<file path="src/rtl/hs_sync_fifo.sv">
// Small single-clock FIFO for received words.
// Pointers carry one extra bit so full and empty differ only in that MSB.
// The head word is read combinationally and forced to zero while empty, so
// the consumer sees a clean zero after reset and a stable word while stalled.
module hs_sync_fifo #(
  parameter int DATA_W = 4,
  parameter int DEPTH  = 4
) (
  input  logic              clk_b,
  input  logic              rst,
  input  logic              push,
  input  logic [DATA_W-1:0] din,
  input  logic              pop,
  output logic [DATA_W-1:0] dout,
  output logic              full,
  output logic              empty
);

  localparam int AW = $clog2(DEPTH);
  localparam int PW = AW + 1;

  logic [DATA_W-1:0] mem_reg [DEPTH];
  logic [PW-1:0]     wr_ptr_reg;
  logic [PW-1:0]     rd_ptr_reg;
  logic [AW-1:0]     wr_addr;
  logic [AW-1:0]     rd_addr;
  logic              wr_en;
  logic              rd_en;

  assign wr_addr = wr_ptr_reg[AW-1:0];
  assign rd_addr = rd_ptr_reg[AW-1:0];

  assign empty = (wr_ptr_reg == rd_ptr_reg);
  assign full  = (wr_ptr_reg[AW] != rd_ptr_reg[AW]) &&
                 (wr_ptr_reg[AW-1:0] == rd_ptr_reg[AW-1:0]);

  // A full FIFO still takes a word when the head leaves in the same cycle.
  assign rd_en = pop && !empty;
  assign wr_en = push && (!full || rd_en);

  assign dout = empty ? '0 : mem_reg[rd_addr];

  // Storage write; no reset needed because the head is masked while empty.
  always_ff @(posedge clk_b) begin
    if (wr_en) begin
      mem_reg[wr_addr] <= din;
    end
  end

  // Pointer update, wrapping naturally through the extra MSB.
  always_ff @(posedge clk_b) begin
    if (rst) begin
      wr_ptr_reg <= '0;
      rd_ptr_reg <= '0;
    end else begin
      if (wr_en) begin
        wr_ptr_reg <= wr_ptr_reg + PW'(1);
      end
      if (rd_en) begin
        rd_ptr_reg <= rd_ptr_reg + PW'(1);
      end
    end
  end

endmodule

</file>
<file path="config.mk">
export PLATFORM = sky130hd
export DESIGN_NAME = hs_sync_fifo
export DESIGN_NICKNAME = d
export VERILOG_FILES = /design/src/rtl/hs_sync_fifo.sv
export SDC_FILE = /design/constraint.sdc
export NUM_CORES = 1
export LEC_CHECK = 0
export CAP_MARGIN = 20
export CORE_ASPECT_RATIO = 0.8
export CORE_UTILIZATION = 53
export CTS_CLUSTER_DIAMETER = 30
export CTS_CLUSTER_SIZE = 10
export DETAILED_ROUTE_END_ITERATION = 6
export GPL_TIMING_DRIVEN = 0
export HOLD_SLACK_MARGIN = 0.05
export PLACE_DENSITY = 0.77
export SLEW_MARGIN = 5
export SYNTH_ARGS = -nofsm -noshare
export SYNTH_HDL_FRONTEND = slang
export SYNTH_SLANG_ARGS = --single-unit
export TNS_END_PERCENT = 100
</file>
<file path="constraint.sdc">
create_clock -name clk_b -period 1.8 [get_ports clk_b]
set_input_delay 0.18 -clock clk_b [delete_from_list [all_inputs] [get_ports clk_b]]
set_output_delay 0.18 -clock clk_b [all_outputs]
set_load 0.1 [all_outputs]
</file>
==> results by group <==
Run
  – MaxCap Viol Count: 0

Drt
  – Routed Antenna Nets: 0
  – DR vias: 671
  – # DRC: 0
  – Drt wl/cell: ~18 µm
  – WL final: ~2100 µm
  – Iter 0 DRT Violations: 32
  – DR pass1 iterations: 4
  – Vias per Instance: 5.59

Yosys
  – Syn Area/Cell: approximately 14 µm²
  – Area share of the largest cell type after synthesis: between 40 and 50%
  – Synth Flop Type: edfxtp_1
  – EDFF count, synth: 16
  – Synthesized Nets: just over 90
  – Post-synthesis sequential area ratio: just under 60%
  – Post-synth top cells: edfxtp_1 (16), dfxtp_1 (8), nor2b_1 (6)
  – Count leader, synth: edfxtp_1
  – Syn Std Cell Area: around 1100 µm²
  – Area leader, netlist: edfxtp_1
  – Unique masters post-synth: 22
  – Syn Inst Count: 78
  – Asr flop ratio synth: 0%
  – Flops & latches, synth: 24
  – Warnings, synthesis: 0
  – Most area-consuming cells after synthesis: edfxtp_1 (44%), dfxtp_1 (15%), mux4_2 (8.2%)

Finish
  – Layout cells sized above 1: roughly 39%
  – Post-route cell area: 1500 µm²
  – Antenna Cells: 0
  – Nets: 110
  – Non-filler cells, final: between 100 and 150
  – Max reg flops: 16
  – Syn-to-layout area delta: 36.3%

Global route
  – Most Used Layer, Global Route: met2
  – Total congestion overflow: 0
  – Largest net degree at the start of global routing: 15
  – Met2 Use GR: ~33%
  – Routing usage on met3: between 6 and 7%
  – Met1 Usage GRT: 31.8%
  – Number of global-route vias before repair: around 700
  – First-pass GRT wire length: 3330 µm
  – Initial antenna violation count: 0
  – Total Routing Usage GR: 22.1%

Worst setup path
  – Critical path type: register to primary output
  – Largest fanout on the critical path: 5
  – R2r endpoint: mem_reg[0][1]$_DFFE_PP_
  – Critical Path Sink Type: primary output
  – Reg2Reg Setup Slack: about 0.15 ns
  – Critical path data required time: roughly 1.6 ns
  – Critical Path Start Type: register
  – Worst EP arrival: roughly 1.6 ns
  – Worst setup path end: dout[3]
  – Crit path from: rd_ptr_reg[2]$_SDFFE_PP0P_
  – R2R depth: 3
  – FF-to-FF Start: wr_ptr_reg[2]$_SDFFE_PP0P_

Timing
  – RSZ-0062 raised after global routing: yes
  – Setup TNS: 0 ns
  – Peak Freq: 573 MHz
  – Slew margin rel.: between 60% and 70%
  – Final Hold Viols: 0
  – Setup Skew: between 0.01 and 0.015 ns
  – Fin. max-slew vios: 0
  – Slew at the pin closest to its max-slew limit: 0.465 ns
  – Period utilization: between 90% and 100%
  – Tmin final: 1.74 ns
  – Final Setup Violations: 0

Placement
  – Dpl hpwl: about 1400 µm
  – Placed Instances: about 110
  – Area after DPL: ~1300 µm²
  – Gp weighted congestion: 0.833
  – Port buffer count: 12

Clock network
  – Clk pin slew, worst setup/hold paths: 0.14 ns
  – Clock latency on the worst-skew pair: ~0.32 ns
  – Clk root buf: clkbuf_4
  – Number of buffers created by CTS: 3
  – CTS tree: done
  – H-tree depth: 1
  – Hold Buf Count CTS: 0
  – Clk buf depth: 2
  – Clock sink count: 24

Power
  – Register share of total power: 34.5%
  – VDD IR max: 953 µV
  – Cell Pwr Density: 1360 nW/µm²
  – Clk pwr share: about a fifth
  – Combinational Power Share: 46.2%
  – Internal Power: 0.00124 W
  – Static leakage power: between 0.5 and 0.6 nW
  – Total chip power: 0.00203 W
  – Net Sw Frac: between 30% and 40%
  – Switching power: 0.000796 W

Die
  – Placeable Area: 1910 µm²
  – Starting density of the core: roughly 58%
  – # IOs: 14
  – DIE WIDTH: roughly 53 µm
  – Floorplan row count: 14
  – Die Y: between 40 and 50 µm
  – Die area: 2260 µm²

Status
  – Status: finished clean

Hold path
  – Min-delay worst type: primary input to register
[worst max-delay path: stages (launching register included)]
cell and delay (ns):
dfxtp_4 0.40, xor2_4 0.20, nor3_4 0.27, buf_12 0.17
nor2b_4 0.05, buf_12 0.16
[area by class of cell]
class / instances / area [µm²]
Sequential cell: 24 / 664
Multi-Input combinational cell: 48 / 546
Fill cell: 112 / 412
Timing Repair Buffer: 14 / 183
Clock inverter: 1 / 30.0
Tap cell: 24 / 30.0
Clock buffer: 3 / 22.5
Inverter: 5 / 18.8
Buffer: 1 / 3.75
[per-stage QoR]
step / util [%] / setup slack, ns / hold slack (ns)
final: 78.4 / 0.0563 / 0.347
after global routing: 78.4 / -0.00757 / 0.380
after CTS: 73.4 / -0.0111 / 0.330
after detailed placement: 68.3 / -0.757 / 0.563
after global placement: 68.3 / -0.748 / 0.527
after floorplan: - / -0.358 / 0.279
[layer usage]
metal	part of all wire (%)	vias up
met5	0	-
li1	-	321
met3	3.8	3
met2	48	14
met4	0.56	0
met1	47	333
[cells in the final DEF, fill, tap and decap left out, drive strengths merged]
master	Yosys	routed
nand2	5	5
clkbuf	1	5
nor2	4	4
clkdlybuf4s50	0	6
and2	3	3
xnor2	3	3
xor2	3	3
o41a	1	1
a41oi	1	1
dfxtp	8	8
bufinv	0	1
inv	5	5
a31oi	2	2
a211oi	1	1
mux2	4	4
mux4	4	4
a311o	1	1
nor2b	6	6
edfxtp	16	16
ha	5	5
mux2i	2	2
or4bb	1	1
buf	0	7
nor3	2	2
[timing repair]
| item | in CTS | in global routing |
|---|---|---|
| resized for setup | 46 | 20 |
| buffers inserted | 1 | 1 |
| pin swaps | 1 | 2 |
| setup endpoints to repair | 7 | 10 |
[how the worst min path moves through the flow]
stage	from	to	slack, ns	cells past startpoint
after floorplan	din[0]	mem_reg[0][0]$_DFFE_PP_	0.28	0
after global placement	rd_ptr_reg[1]$_SDFFE_PP0P_	rd_ptr_reg[1]$_SDFFE_PP0P_	0.53	2
after detailed placement	rd_ptr_reg[1]$_SDFFE_PP0P_	register	0.56	2
after CTS	rst	wr_ptr_reg[0]$_SDFFE_PP0P_	0.33	3
after global routing	rst	wr_ptr_reg[0]$_SDFFE_PP0P_	0.38	3
final	rst	wr_ptr_reg[0]$_SDFFE_PP0P_	0.35	3
[power groups by stage]
| stage | Combinational [W] | Clock [W] | Sequential, W |
|---|---|---|---|
| 2_1_floorplan | 0.000623 | 0 | 0.000685 |
| 3_3_place_gp | 0.000759 | 0 | 0.000698 |
| 3_5_place_dp | 0.000767 | 0 | 0.000700 |
| 4_1_cts | 0.000842 | 0.000395 | 0.000694 |
| 5_1_grt | 0.000971 | 0.000421 | 0.000710 |
| 6_report | 0.000939 | 0.000391 | 0.000702 |
[kinds of logic (layout without fill, tap and decap cells)]
logic type               Yosys count  after routing  share of synthesized area, %
flip-flops                        24             24                          58.3
AND/OR/NAND/NOR                   21             21                          10.1
multiplexers                      10             10                          14.5
AO/OA/AOI/OAI                      6              6                          4.56
XOR/XNOR                           6              6                          4.78
buffers and inverters              6             24                          2.05
adder cells (fa/ha/maj)            5              5                          5.69
Power figures use the tool's default switching activity.
